==> config.mk <==
export PLATFORM = sky130hd
export DESIGN_NAME = ddp_merge_arb
export DESIGN_NICKNAME = d
export VERILOG_FILES = /design/src/rtl/ddp_pkg.sv /design/src/rtl/ddp_fifo.sv /design/src/rtl/ddp_merge_arb.sv
export SDC_FILE = /design/constraint.sdc
export NUM_CORES = 1
export LEC_CHECK = 0
export ABC_AREA = 1
export CAP_MARGIN = 20
export CORE_MARGIN = 3
export CORE_UTILIZATION = 63
export DETAILED_ROUTE_END_ITERATION = 8
export PLACE_DENSITY = 0.85
export SKIP_LAST_GASP = 1
export SYNTH_ARGS = -nofsm -noshare
export SYNTH_HDL_FRONTEND = slang
export SYNTH_SLANG_ARGS = --single-unit
==> constraint.sdc <==
create_clock -name CP -period 4.3 [get_ports CP]
set_input_delay 1.29 -clock CP [delete_from_list [all_inputs] [get_ports CP]]
set_output_delay 1.29 -clock CP [all_outputs]
set_load 0.01 [all_outputs]
==> src/rtl/ddp_pkg.sv <==
// Shared constants for the ddp merge arbiter: arbitration mode encodings,
// the default packet width and a helper that sizes the channel-index field.
package ddp_pkg;

    localparam int MODE_RR      = 0;
    localparam int MODE_PRIO    = 1;
    localparam int PACKET_W_DEF = 40;

    // Width of a channel index; never narrower than one bit.
    function automatic int ch_width(input int n);
        return (n > 1) ? $clog2(n) : 1;
    endfunction

endpackage

==> src/rtl/ddp_fifo.sv <==
// Per-channel packet FIFO. Pointers wrap modulo FIFO_DEPTH (a power of two);
// the count carries one extra bit so that full and empty stay distinct.
// The head entry is presented combinationally on rd_data.
module ddp_fifo #(
    parameter int PACKET_W   = 40,
    parameter int FIFO_DEPTH = 4
) (
    input  logic                          clk,
    input  logic                          rst_n,
    input  logic                          push,
    input  logic                          pop,
    input  logic [PACKET_W-1:0]           wr_data,
    output logic [PACKET_W-1:0]           rd_data,
    output logic [$clog2(FIFO_DEPTH):0]   count,
    output logic                          full,
    output logic                          empty
);

    localparam int              PTR_W    = $clog2(FIFO_DEPTH);
    localparam logic [PTR_W:0]  FULL_CNT = (PTR_W + 1)'(FIFO_DEPTH);

    logic [PACKET_W-1:0] mem [FIFO_DEPTH];
    logic [PTR_W-1:0]    wr_ptr;
    logic [PTR_W-1:0]    rd_ptr;
    logic                do_push;
    logic                do_pop;

    assign full    = (count == FULL_CNT);
    assign empty   = (count == '0);
    assign do_push = push && !full;
    assign do_pop  = pop && !empty;
    assign rd_data = mem[rd_ptr];

    // Pointer and occupancy bookkeeping; push+pop together leaves count unchanged.
    always_ff @(posedge clk or negedge rst_n) begin
        if (!rst_n) begin
            wr_ptr <= '0;
            rd_ptr <= '0;
            count  <= '0;
        end else begin
            if (do_push) wr_ptr <= wr_ptr + 1'b1;
            if (do_pop)  rd_ptr <= rd_ptr + 1'b1;
            if (do_push && !do_pop)
                count <= count + 1'b1;
            else if (!do_push && do_pop)
                count <= count - 1'b1;
        end
    end

    // Storage array; contents are don't-care until written, so it is not reset.
    always_ff @(posedge clk) begin
        if (do_push) mem[wr_ptr] <= wr_data;
    end

endmodule

==> src/rtl/ddp_merge_arb.sv <==
// N_CH-input packet merge: each channel buffers into its own ddp_fifo, and an
// arbiter (round-robin or fixed priority) feeds a single registered output
// stage with a valid/ready handshake. Ack_out depends only on registered FIFO
// occupancy and reset, never on Ack_in.
module ddp_merge_arb
    import ddp_pkg::*;
#(
    parameter int PACKET_W   = PACKET_W_DEF,
    parameter int N_CH       = 2,
    parameter int FIFO_DEPTH = 4,
    parameter int MODE       = MODE_RR
) (
    input  logic                       CP,
    input  logic                       MR_N,
    input  logic [N_CH-1:0]            Send_in,
    output logic [N_CH-1:0]            Ack_out,
    input  logic [N_CH*PACKET_W-1:0]   PACKET_IN,
    output logic                       Send_out,
    input  logic                       Ack_in,
    output logic [PACKET_W-1:0]        PACKET_OUT,
    output logic [ch_width(N_CH)-1:0]  CH_OUT
);

    localparam int                CH_W     = ch_width(N_CH);
    localparam int                CNT_W    = $clog2(FIFO_DEPTH) + 1;
    localparam logic [CNT_W-1:0]  FULL_CNT = CNT_W'(FIFO_DEPTH);

    logic [N_CH-1:0]      push;
    logic [N_CH-1:0]      pop;
    logic [N_CH-1:0]      full;
    logic [N_CH-1:0]      empty;
    logic [PACKET_W-1:0]  head  [N_CH];
    logic [CNT_W-1:0]     count [N_CH];
    logic [CH_W-1:0]      last_grant;
    logic [CH_W-1:0]      grant_idx;
    logic [CH_W-1:0]      cand;
    logic                 grant_valid;
    logic                 out_free;

    // The output register can take a new packet when empty or being drained.
    assign out_free = !Send_out || Ack_in;

    for (genvar i = 0; i < N_CH; i++) begin : g_ch
        // Ready is held low during reset so nothing is accepted into a clearing FIFO.
        assign Ack_out[i] = MR_N && (count[i] != FULL_CNT);
        // full mirrors the count test above; it keeps the FIFO safe from overrun.
        assign push[i]    = Send_in[i] && Ack_out[i] && !full[i];
        assign pop[i]     = out_free && grant_valid && (grant_idx == CH_W'(i));

        ddp_fifo #(
            .PACKET_W   (PACKET_W),
            .FIFO_DEPTH (FIFO_DEPTH)
        ) u_fifo (
            .clk     (CP),
            .rst_n   (MR_N),
            .push    (push[i]),
            .pop     (pop[i]),
            .wr_data (PACKET_IN[i*PACKET_W +: PACKET_W]),
            .rd_data (head[i]),
            .count   (count[i]),
            .full    (full[i]),
            .empty   (empty[i])
        );
    end

    // Arbitration: walk candidates from lowest to highest precedence so the
    // last non-empty hit is the winner. Round-robin starts just after
    // last_grant; priority mode starts at channel 0.
    always_comb begin
        grant_valid = 1'b0;
        grant_idx   = '0;
        cand        = '0;
        for (int k = N_CH; k >= 1; k--) begin
            if (MODE == MODE_PRIO)
                cand = CH_W'(k - 1);
            else
                cand = CH_W'((int'(last_grant) + k) % N_CH);
            if (!empty[cand]) begin
                grant_valid = 1'b1;
                grant_idx   = cand;
            end
        end
    end

    // Output register and round-robin pointer; last_grant resets so channel 0 wins first.
    always_ff @(posedge CP or negedge MR_N) begin
        if (!MR_N) begin
            Send_out   <= 1'b0;
            PACKET_OUT <= '0;
            CH_OUT     <= '0;
            last_grant <= CH_W'(N_CH - 1);
        end else if (out_free) begin
            if (grant_valid) begin
                Send_out   <= 1'b1;
                PACKET_OUT <= head[grant_idx];
                CH_OUT     <= grant_idx;
                last_grant <= grant_idx;
            end else begin
                Send_out   <= 1'b0;
            end
        end
    end

endmodule

## Yosys cells after proc, flatten, opt, wreduce, memory -nomap -nowiden

Memories as Yosys holds them, arrays and structs flattened.
Cells that the tools add are included.
W data, S select, Z words.

- $add $sub $neg: 10
- Order comparisons: 3
- Equal/unequal tests: 4
- Muxes and demuxes: 20
- Bitwise gates (word level): 2
- Reductions and logical operators: 32

Operators with widths:

| kind | number |
|---|---|
| $mux W40 | 3 |
| $logic_and A1 B1 Y1 | 17 |
| $mux W1 | 13 |
| $mux W3 | 4 |
| $logic_not A1 Y1 | 9 |
| $add A2 B1 Y2 const B | 4 |
| $add A3 B1 Y3 const B | 2 |
| $eq A3 B3 Y1 const B | 2 |
| $logic_not A3 Y1 | 2 |
| $ne A3 B3 Y1 const B | 2 |
| $sub A3 B1 Y3 const B | 2 |
| $lt A1 B2 Y1 const B | 2 |
| $reduce_bool A2 Y1 | 2 |
| $add A1 B1 Y1 const B | 2 |
| $ge A2 B2 Y1 const B | 1 |
| $not A1 Y2 | 1 |
| $reduce_and A2 Y1 | 1 |
| $logic_or A1 B1 Y1 | 1 |
| $not A1 Y1 | 1 |

- Flip-flop bits (word level): 57
- Memory bits (writable): 320
- Bits of input ports: 85
- Logic and storage cells: 83
- Memories kept: 2

Memory list:

| name | words | width | rd ports | clocked after Yosys merged registers in | wr ports | RTL line | text |
|---|---|---|---|---|---|---|---|
| g_ch[0].u_fifo.mem | 4 | 40 | 1 | 0 | 1 | ddp_fifo.sv:22 | `logic [PACKET_W-1:0] mem [FIFO_DEPTH];` |
| g_ch[1].u_fifo.mem | 4 | 40 | 1 | 0 | 1 | ddp_fifo.sv:22 |  |

## Longest topological paths before layout

- Depth in word-level cells: 11
- Depth in mapped cells: 13

## Cells and area by module

Synthesis repeated with hierarchy kept, for this count alone.

- Cell total of the unflattened synthesis: 1,316
- Area total of the unflattened synthesis: 15,725.1 µm²

Modules (own cells, without submodules):

| module | instances | cells an instance | area each (µm²) | seq. area each (µm²) |
|---|---|---|---|---|
| ddp_fifo | 2 | 528 | 6,789.0 | 4,979.8 |
| ddp_merge_arb | 1 | 260 | 2,147.1 | 1,077.3 |

## Least setup slack after synthesis

OpenSTA, ideal clock, no wires.

- Kind: input to register
- Start point: input port MR_N
- End point: memory g_ch[0].u_fifo.mem[0][0], enable pin
- Data arrival time: 3.481 ns
- Setup slack: 0.381 ns
- Stages on the path: 4
- Buffers on the path: 0
- Path through: inv_1 -> a21oi_1 -> nand2_1 -> nor2_1

- Longest elaborated chain between the ends: 6

RTL lines:

| item | RTL line | text |
|---|---|---|
| from (decl) | ddp_merge_arb.sv:14 | `input logic MR_N,` |
| $logic_and A1 B1 Y1 | ddp_merge_arb.sv:45 | `assign Ack_out[i] = MR_N && (count[i] != FULL_CNT);` |
| named net Ack_out[0] | ddp_merge_arb.sv:16 | `output logic [N_CH-1:0] Ack_out,` |
| $logic_and A1 B1 Y1 (2 in series) | ddp_merge_arb.sv:47 | `assign push[i] = Send_in[i] && Ack_out[i] && !full[i];` |
| $logic_and A1 B1 Y1 | ddp_fifo.sv:30 | `assign do_push = push && !full;` |
| $mux W1 | ddp_fifo.sv:52 | `if (do_push) mem[wr_ptr] <= wr_data;` |
| $mux W1 (implied by the code) | ddp_fifo.sv:52 |  |
| to (decl) | ddp_fifo.sv:22 |  |

The timed path passes the listed nets, and every way through them passes these cells.

## Final worst setup path

- Start point: input port MR_N
- End point: output port Ack_out[0]

- Longest elaborated chain between the ends: 1

RTL lines:

| item | RTL line |
|---|---|
| $logic_and A1 B1 Y1 | ddp_merge_arb.sv:45 |
| to (decl) | ddp_merge_arb.sv:16 |

Every way passes these cells.

==> flow_summary_export.csv <==
group,metric,value,unit
status,status,"finished, final reports clean",
synthesis,syn-num-nets,1652,
clock_tree,clk_pin_slew_worst_paths,0.06,ns
clock_tree,cts_hold_buf,0,
worst_hold_path,hp-start,"PACKET_OUT[16]",
synthesis,yosysUniqueCellTypes,29,
worst_setup_path,path_class,"in2out",
synthesis,ys_top_cells_by_area,"edfxtp_1, nand2_1, dfrtp_1",
clock_tree,cts_setup_buffers,0,
finish,fin_nets,1769,
drt,drt_iter0_markers,1452,
drt,wl_per_cell,18.35,um
flow_run,maxCapViolCount,0,
drt,dr.pass1.iters,7,
worst_hold_path,hp-class,"reg2reg",
worst_setup_path,crit_start,"MR_N",
sta,setup_viol,0,
worst_setup_path,r2r_start,"g_ch[0].u_fifo.count[0]",
place,dp_hpwl,21.86,mm
grt,antenna_found_initial,0,
grt,grt_first_pass_wirelength,58.24,mm
grt,grt_max_degree,93,
sta,fin_worst_skew,0.01277,ns
sta,hold_viol_final,0,
floorplanning,start_util,65.11,%
finish,area_growth,18.33,%
finish,diodes,0,
worst_setup_path,cp_max_fo,3,
synthesis,syn-cell-area,16110,um^2
power_and_ir_drop,p_leak,8.388,nW
floorplanning,die_h,165.9,um
synthesis,syn_avg_cell_area,10.36,um^2
clock_tree,cts_tree,"built",
place,place_area,17720,um^2
finish,fill_cells,1430,
grt,track_usage,26.65,%
floorplanning,ios,129,
power_and_ir_drop,ir_drop,0.5484,mV
synthesis,async_flop_share,15.12,%
clock_tree,cts_num_sinks,377,
drt,drc,0,
synthesis,synth_top_cell_by_area,"edfxtp_1",
worst_setup_path,rrSetupSlack,1.45,ns
clock_tree,h-tree-depth,2,
sta,period_needed,3.501,ns
grt,grt_overflow,0,
place,gp_congestion,0.8347,
clock_tree,insertion_delay,0.53,ns
finish,drive_gt1_share,7.051,%
drt,routed_wl,37.18,mm
synthesis,yosysSeqAreaShare,68.50,%
drt,vias_per_cell,5.570,
drt,antenna_left,0,
synthesis,syn_inst,1555,
drt,vias,11290,
clock_tree,cts-resized-gates,0,
worst_setup_path,start_kind,"input pin",
worst_setup_path,cp.required,3.01,ns
sta,slew_viol_final,0,
synthesis,yosys_warnings,0,
sta,setup_slack,0.7990,ns
place,portBuffers,128,
sta,rsz0062_at_grt,"false",
synthesis,synth_edf_count,320,
sta,tightest_slew,1.068,ns
grt,grt_pass1_vias,11000,
sta,fin_setup_tns,0,ns
finish,final_util,77.04,%
finish,final_cell_area,19070,um^2
floorplanning,dieArea,27530,um^2
floorplanning,core_area,24750,um^2
synthesis,synth-seq-cells,377,
floorplanning,die-width,165.9,um
power_and_ir_drop,total_power,12.35,mW
sta,slew_headroom,28.62,%
power_and_ir_drop,pwr_density_cell,647.5,nW/um^2
place,place_ws,0.7883,ns
worst_setup_path,arrival,2.21,ns
clock_tree,cts-buffers-inserted,38,
clock_tree,clock-root-buffer,"clkbuf_16",
clock_tree,clockBufferDepth,3,
synthesis,synthFlopType,"edfxtp_1",
worst_setup_path,worst_setup_path_end_kind,"output port",
floorplanning,rows,57,
synthesis,yosysTopAreaCellShare,59.64,%
sta,max_freq,285.6,MHz
sta,fin_crit_sh,81.42,%
## logic make-up (layout without fill, tap and decap cells)
kind of cell | after synthesis | after routing | share of synthesized area (%)
AO/OA/AOI/OAI | 10 | 10 | 0.4581
XOR/XNOR | 7 | 7 | 0.3805
multiplexers | 1 | 1 | 0.06988
flip-flops | 377 | 377 | 68.50
buffers and inverters | 350 | 497 | 8.596
adder cells (fa/ha/maj) | 12 | 12 | 1.025
AND/OR/NAND/NOR | 798 | 798 | 20.97
## worst max-delay path: stages
cell and delay [ns]:
buf_2 0.12, inv_1 0.06, a21oi_1 0.17, clkdlybuf4s50_1 0.57
## final timing paths
| kind | end | cells past startpoint |
|---|---|---|
| max in group asynchronous | g_ch[0].u_fifo.rd_ptr[0] | 2 |
| min in group asynchronous | g_ch[0].u_fifo.count[0] | 2 |
| worst max register to register | g_ch[0].u_fifo.count[2] | 11 |
| worst max-delay path | Ack_out[0] | 4 |
| worst min-delay path | PACKET_OUT[16] | 2 |
| worst min register to register | PACKET_OUT[16] | 2 |
## synthesized netlist by cell type (2+ instances only)
cell type and count:
xnor2_1 2, fa_1 2, edfxtp_1 320, nand2_1 514
buf_2 42, a21oi_1 3, o21ai_0 3, nor2_4 3
dfrtp_1 56, xor2_1 5, inv_2 5, clkbuf_1 26
nor2_1 14, inv_1 273, buf_4 3, or2_2 10
nor2_2 2, nand3_1 252, ha_1 10
## per-stage QoR
step	hold WS, ns	cells
3_5_place_dp	0.4856	1955
3_3_place_gp	0.4844	1955
4_1_cts	0.5019	2025
5_1_grt	0.5272	2026
2_1_floorplan	0.4616	1555
6_report	0.4987	2026
## metal layers
layer | routed length (um) | part of all wire, % | GRT usage [%]
met5 | 0 | 0 | 0
met1 | 14000 | 38 | 34.33
met4 | 1506 | 4.1 | 11.50
met3 | 3196 | 8.6 | 4.594
met2 | 18480 | 50 | 45.18
## area by class of cell
class                      count  area (um^2)  share of cell area (%)
tap                          324        405.4                   2.126
sequential                   377        11040                   57.90
timing repair buffer         149         1496                   7.849
inverter                     278         1044                   5.473
multi-input combinational    828         3759                   19.71
clock inverter                16        176.4                  0.9253
clock buffer                  54         1146                   6.011
## report_power, final
part	total, mW	switching [mW]	internal [mW]
Combinational	4.01	2.67	1.35
Clock	3.42	1.33	2.10
Sequential	4.91	0.322	4.59
Total	12.3	4.32	8.03
## registers in the layout (all words and copies together) (netlist names)
signal              count
g_ch.u_fifo.mem       320
g_ch.u_fifo.rd_ptr      4
g_ch.u_fifo.wr_ptr      4
PACKET_OUT             40
last_grant              1
CH_OUT                  1
g_ch.u_fifo.count       6
Send_out                1
## layout by cell type, fill, tap and decap left out
cell and n:
nand2_2 1, nor2_1 6, buf_2 1, edfxtp_1 320
nand3_2 1, nand2_4 1, a21oi_4 1, o211ai_2 1
clkbuf_16 42, xor2_1 5, inv_2 5, nand2_1 514
nand3_1 252, clkbuf_8 5, xnor2_1 2, dfstp_2 1
clkbuf_1 7, dfrtp_1 54, ha_1 10, clkinv_1 4
or2_2 10, dfrtp_2 2, fa_1 2, buf_4 16
buf_12 5, a31oi_1 1, bufinv_16 4, nor2_4 11
clkdlybuf4s50_1 127, mux2_2 1, o21ai_0 3, inv_1 272
o21ai_4 1, clkinv_2 9, nor2_2 2, a21oi_1 3
Power figures use the tool's default switching activity.
==> patch 1 (same settings) <==
`FIFO_DEPTH` is set to 4 in 2 places; all go to 8.
--- a/src/rtl/ddp_fifo.sv
+++ b/src/rtl/ddp_fifo.sv
@@ -3,7 +3,7 @@
 // The head entry is presented combinationally on rd_data.
 module ddp_fifo #(
     parameter int PACKET_W   = 40,
-    parameter int FIFO_DEPTH = 4
+    parameter int FIFO_DEPTH = 8
 ) (
     input  logic                          clk,
     input  logic                          rst_n,
--- a/src/rtl/ddp_merge_arb.sv
+++ b/src/rtl/ddp_merge_arb.sv
@@ -7,7 +7,7 @@
 #(
     parameter int PACKET_W   = PACKET_W_DEF,
     parameter int N_CH       = 2,
-    parameter int FIFO_DEPTH = 4,
+    parameter int FIFO_DEPTH = 8,
     parameter int MODE       = MODE_RR
 ) (
     input  logic                       CP,
Function: changed (a bounded check fails within 10 cycles, from zero or initial values).
==> patch 1 against the unedited design <==
Routed wire length grew 100%; worst hold slack gained 6.4 ps; design area grew 84%; core utilization shrank 4.2 points; power grew 82%; area after synthesis grew 92%; non-clock buffer count grew 15; worst setup slack lost 110 ps; sequential cell count grew 326; critical path type unchanged; critical endpoint is now Ack_out[1].
==> patch 1: results (changes against the unedited design) <==
[outcome]
status = completed

[detailed_routing]
num_vias = 21502  ; +91%
first_pass_iters = 6  ; -1
drt_iter0_markers = 2784  ; +92%
wl_per_cell_um = 19.5  ; +6.0%
drc_errors = 0  ; unchanged

[place]
dp_hpwl_um = 42000  ; +92%
gp_congestion = 0.807  ; -3.3%
port_buffers = 128  ; unchanged
post-place-ws_ps = 689  ; -99.0 ps
post_dp_cell_area_mm2 = 0.0327  ; +85%

[timing]
fin_crit_sh_pct = 83.9  ; +2.5 points
finalClockSkew_ps = 17.0  ; +4.22 ps
slew_headroom_pct = 28.4  ; -0.20 points
hold_ws_ps = 505  ; +6.42 ps

[global_route]
antenna_found_initial = 8  ; +8
grt_util_all_layers_pct = 28.9  ; +2.3 points
grt_pass1_wl_um = 114000  ; +96%
grt_overflow = 0  ; unchanged
grt_max_degree = 162  ; +74%

[finish]
reg_top3 = g_ch.u_fifo.mem (640), PACKET_OUT (40), g_ch.u_fifo.count (8)
nets = 3218  ; +82%
layout-drive-gt1-share_pct = 8.12  ; +1.1 points

[power_and_ir_drop]
ir_worst_vdd_v = 0.000461  ; -16%
p_sw_mw = 8.31  ; +93%
cellLeakagePower_nw = 15.7  ; +87%

[synthesis]
seq_area_frac_synth_pct = 67.2  ; -1.3 points
async_flop_share_pct = 8.96  ; -6.2 points
yosysUniqueCellTypes = 31  ; +6.9%
yosysWarnings = 0  ; unchanged
synth_nets = 3116  ; +89%
synth_flop_cell = edfxtp_1
netlist_top_cells_area = edfxtp_1 62%, nand2_1 11%, inv_1 8.0%
synth_commonest_cells = 920 x nand2_1, 661 x inv_1, 640 x edfxtp_1
synth_edf_count = 640  ; +100%

[setup_path]
critPathTopFamily = buffers and inverters
cp_slowest_cell = clkdlybuf4s50_1
reg2reg_setup_slack_ps = 1820  ; +370 ps
path_max_fanout = 16  ; +13
arrival_ps = 2320  ; +110 ps

[clocking]
worstSkewPairLatency_ps = 600  ; +70 ps
cts_buffers = 70  ; +84%
cts_setup_buffers = 0  ; unchanged
cts_buffer_depth = 3  ; unchanged
cts_resized = 0  ; unchanged
clkTransAtPathRegs_ps = 60  ; about the same
cts_max_level = 3  ; +1
root_buffer = clkbuf_16

[hold_path]
hp-class = reg -> reg

-- patch 1: cell types whose count changed after synthesis, sizes merged, moves of 16 or more --
cell,before,now
nand2,516,964
inv,278,667
edfxtp,320,640
nand3,253,489
buf,46,97
nor3,0,16
-- patch 1: power groups by stage --
stage | logic, mW | clock network (mW) | registers (mW)
after floorplan | 5.04 | 0 | 8.76
after global placement | 7.04 | 0 | 8.81
after detailed placement | 7.38 | 0 | 8.84
after CTS | 7.52 | 6.17 | 8.72
after global routing | 8.28 | 6.46 | 8.77
final | 7.62 | 6.15 | 8.73
-- patch 1: worst reg2reg max path: stages (launching register included) --
cell and delay (ps):
dfrtp_4 510, inv_4 630, buf_12 430, nand2_1 150
nand3_1 100, nand2_1 80, nand2_1 60, nand2_1 200
nand2_2 140, nand3_2 60
-- patch 1: cells by family after synthesis --
kind of cell / Yosys count / synth area share [%]
DFF: 703 / 67.2
buffers and inverters: 801 / 10.4
adders and majority gates: 12 / 0.534
and+or+nand+nor: 1478 / 21.3
AOI/OAI and AO/OA: 10 / 0.206
xor gates and xnor gates: 15 / 0.425
-- patch 1: cell type report --
class	count	area [um2]
clock inverter	35	355
timing repair buffer	164	1590
inverter	667	2520
tap	656	821
multi-input combinational	1515	7020
fill	2950	13100
sequential	703	20800
clock buffer	95	1950
antenna	5	12.5
-- patch 1: per-stage QoR --
stage                     TNS [ps]  instances
after floorplan            -259950       3019
after global placement           0       3704
after detailed placement         0       3704
after CTS                        0       3834
after global routing             0       3839
final                            0       3840
-- patch 1: worst paths after layout --
kind | startpoint | end | cells after the start
setup / recovery | MR_N | Ack_out[1] | 4
min in group asynchronous | MR_N | CH_OUT | 1
hold / removal | PACKET_OUT[5] | PACKET_OUT[5] | 2
setup reg to reg | g_ch[0].u_fifo.rd_ptr[0] | PACKET_OUT[15] | 9
max in group asynchronous | MR_N | g_ch[1].u_fifo.rd_ptr[0] | 2
hold reg to reg | PACKET_OUT[5] | PACKET_OUT[5] | 2
-- patch 1: routing by layer --
metal  GRT usage (%)  part of all wire [%]  vias to the layer above
met3            5.68                   9.1                      258
met1            36.3                    37                    10244
met2            48.6                    49                     1256
met5               0                 0.059                        -
li1                -                     -                     9738
met4            14.8                   4.4                        6
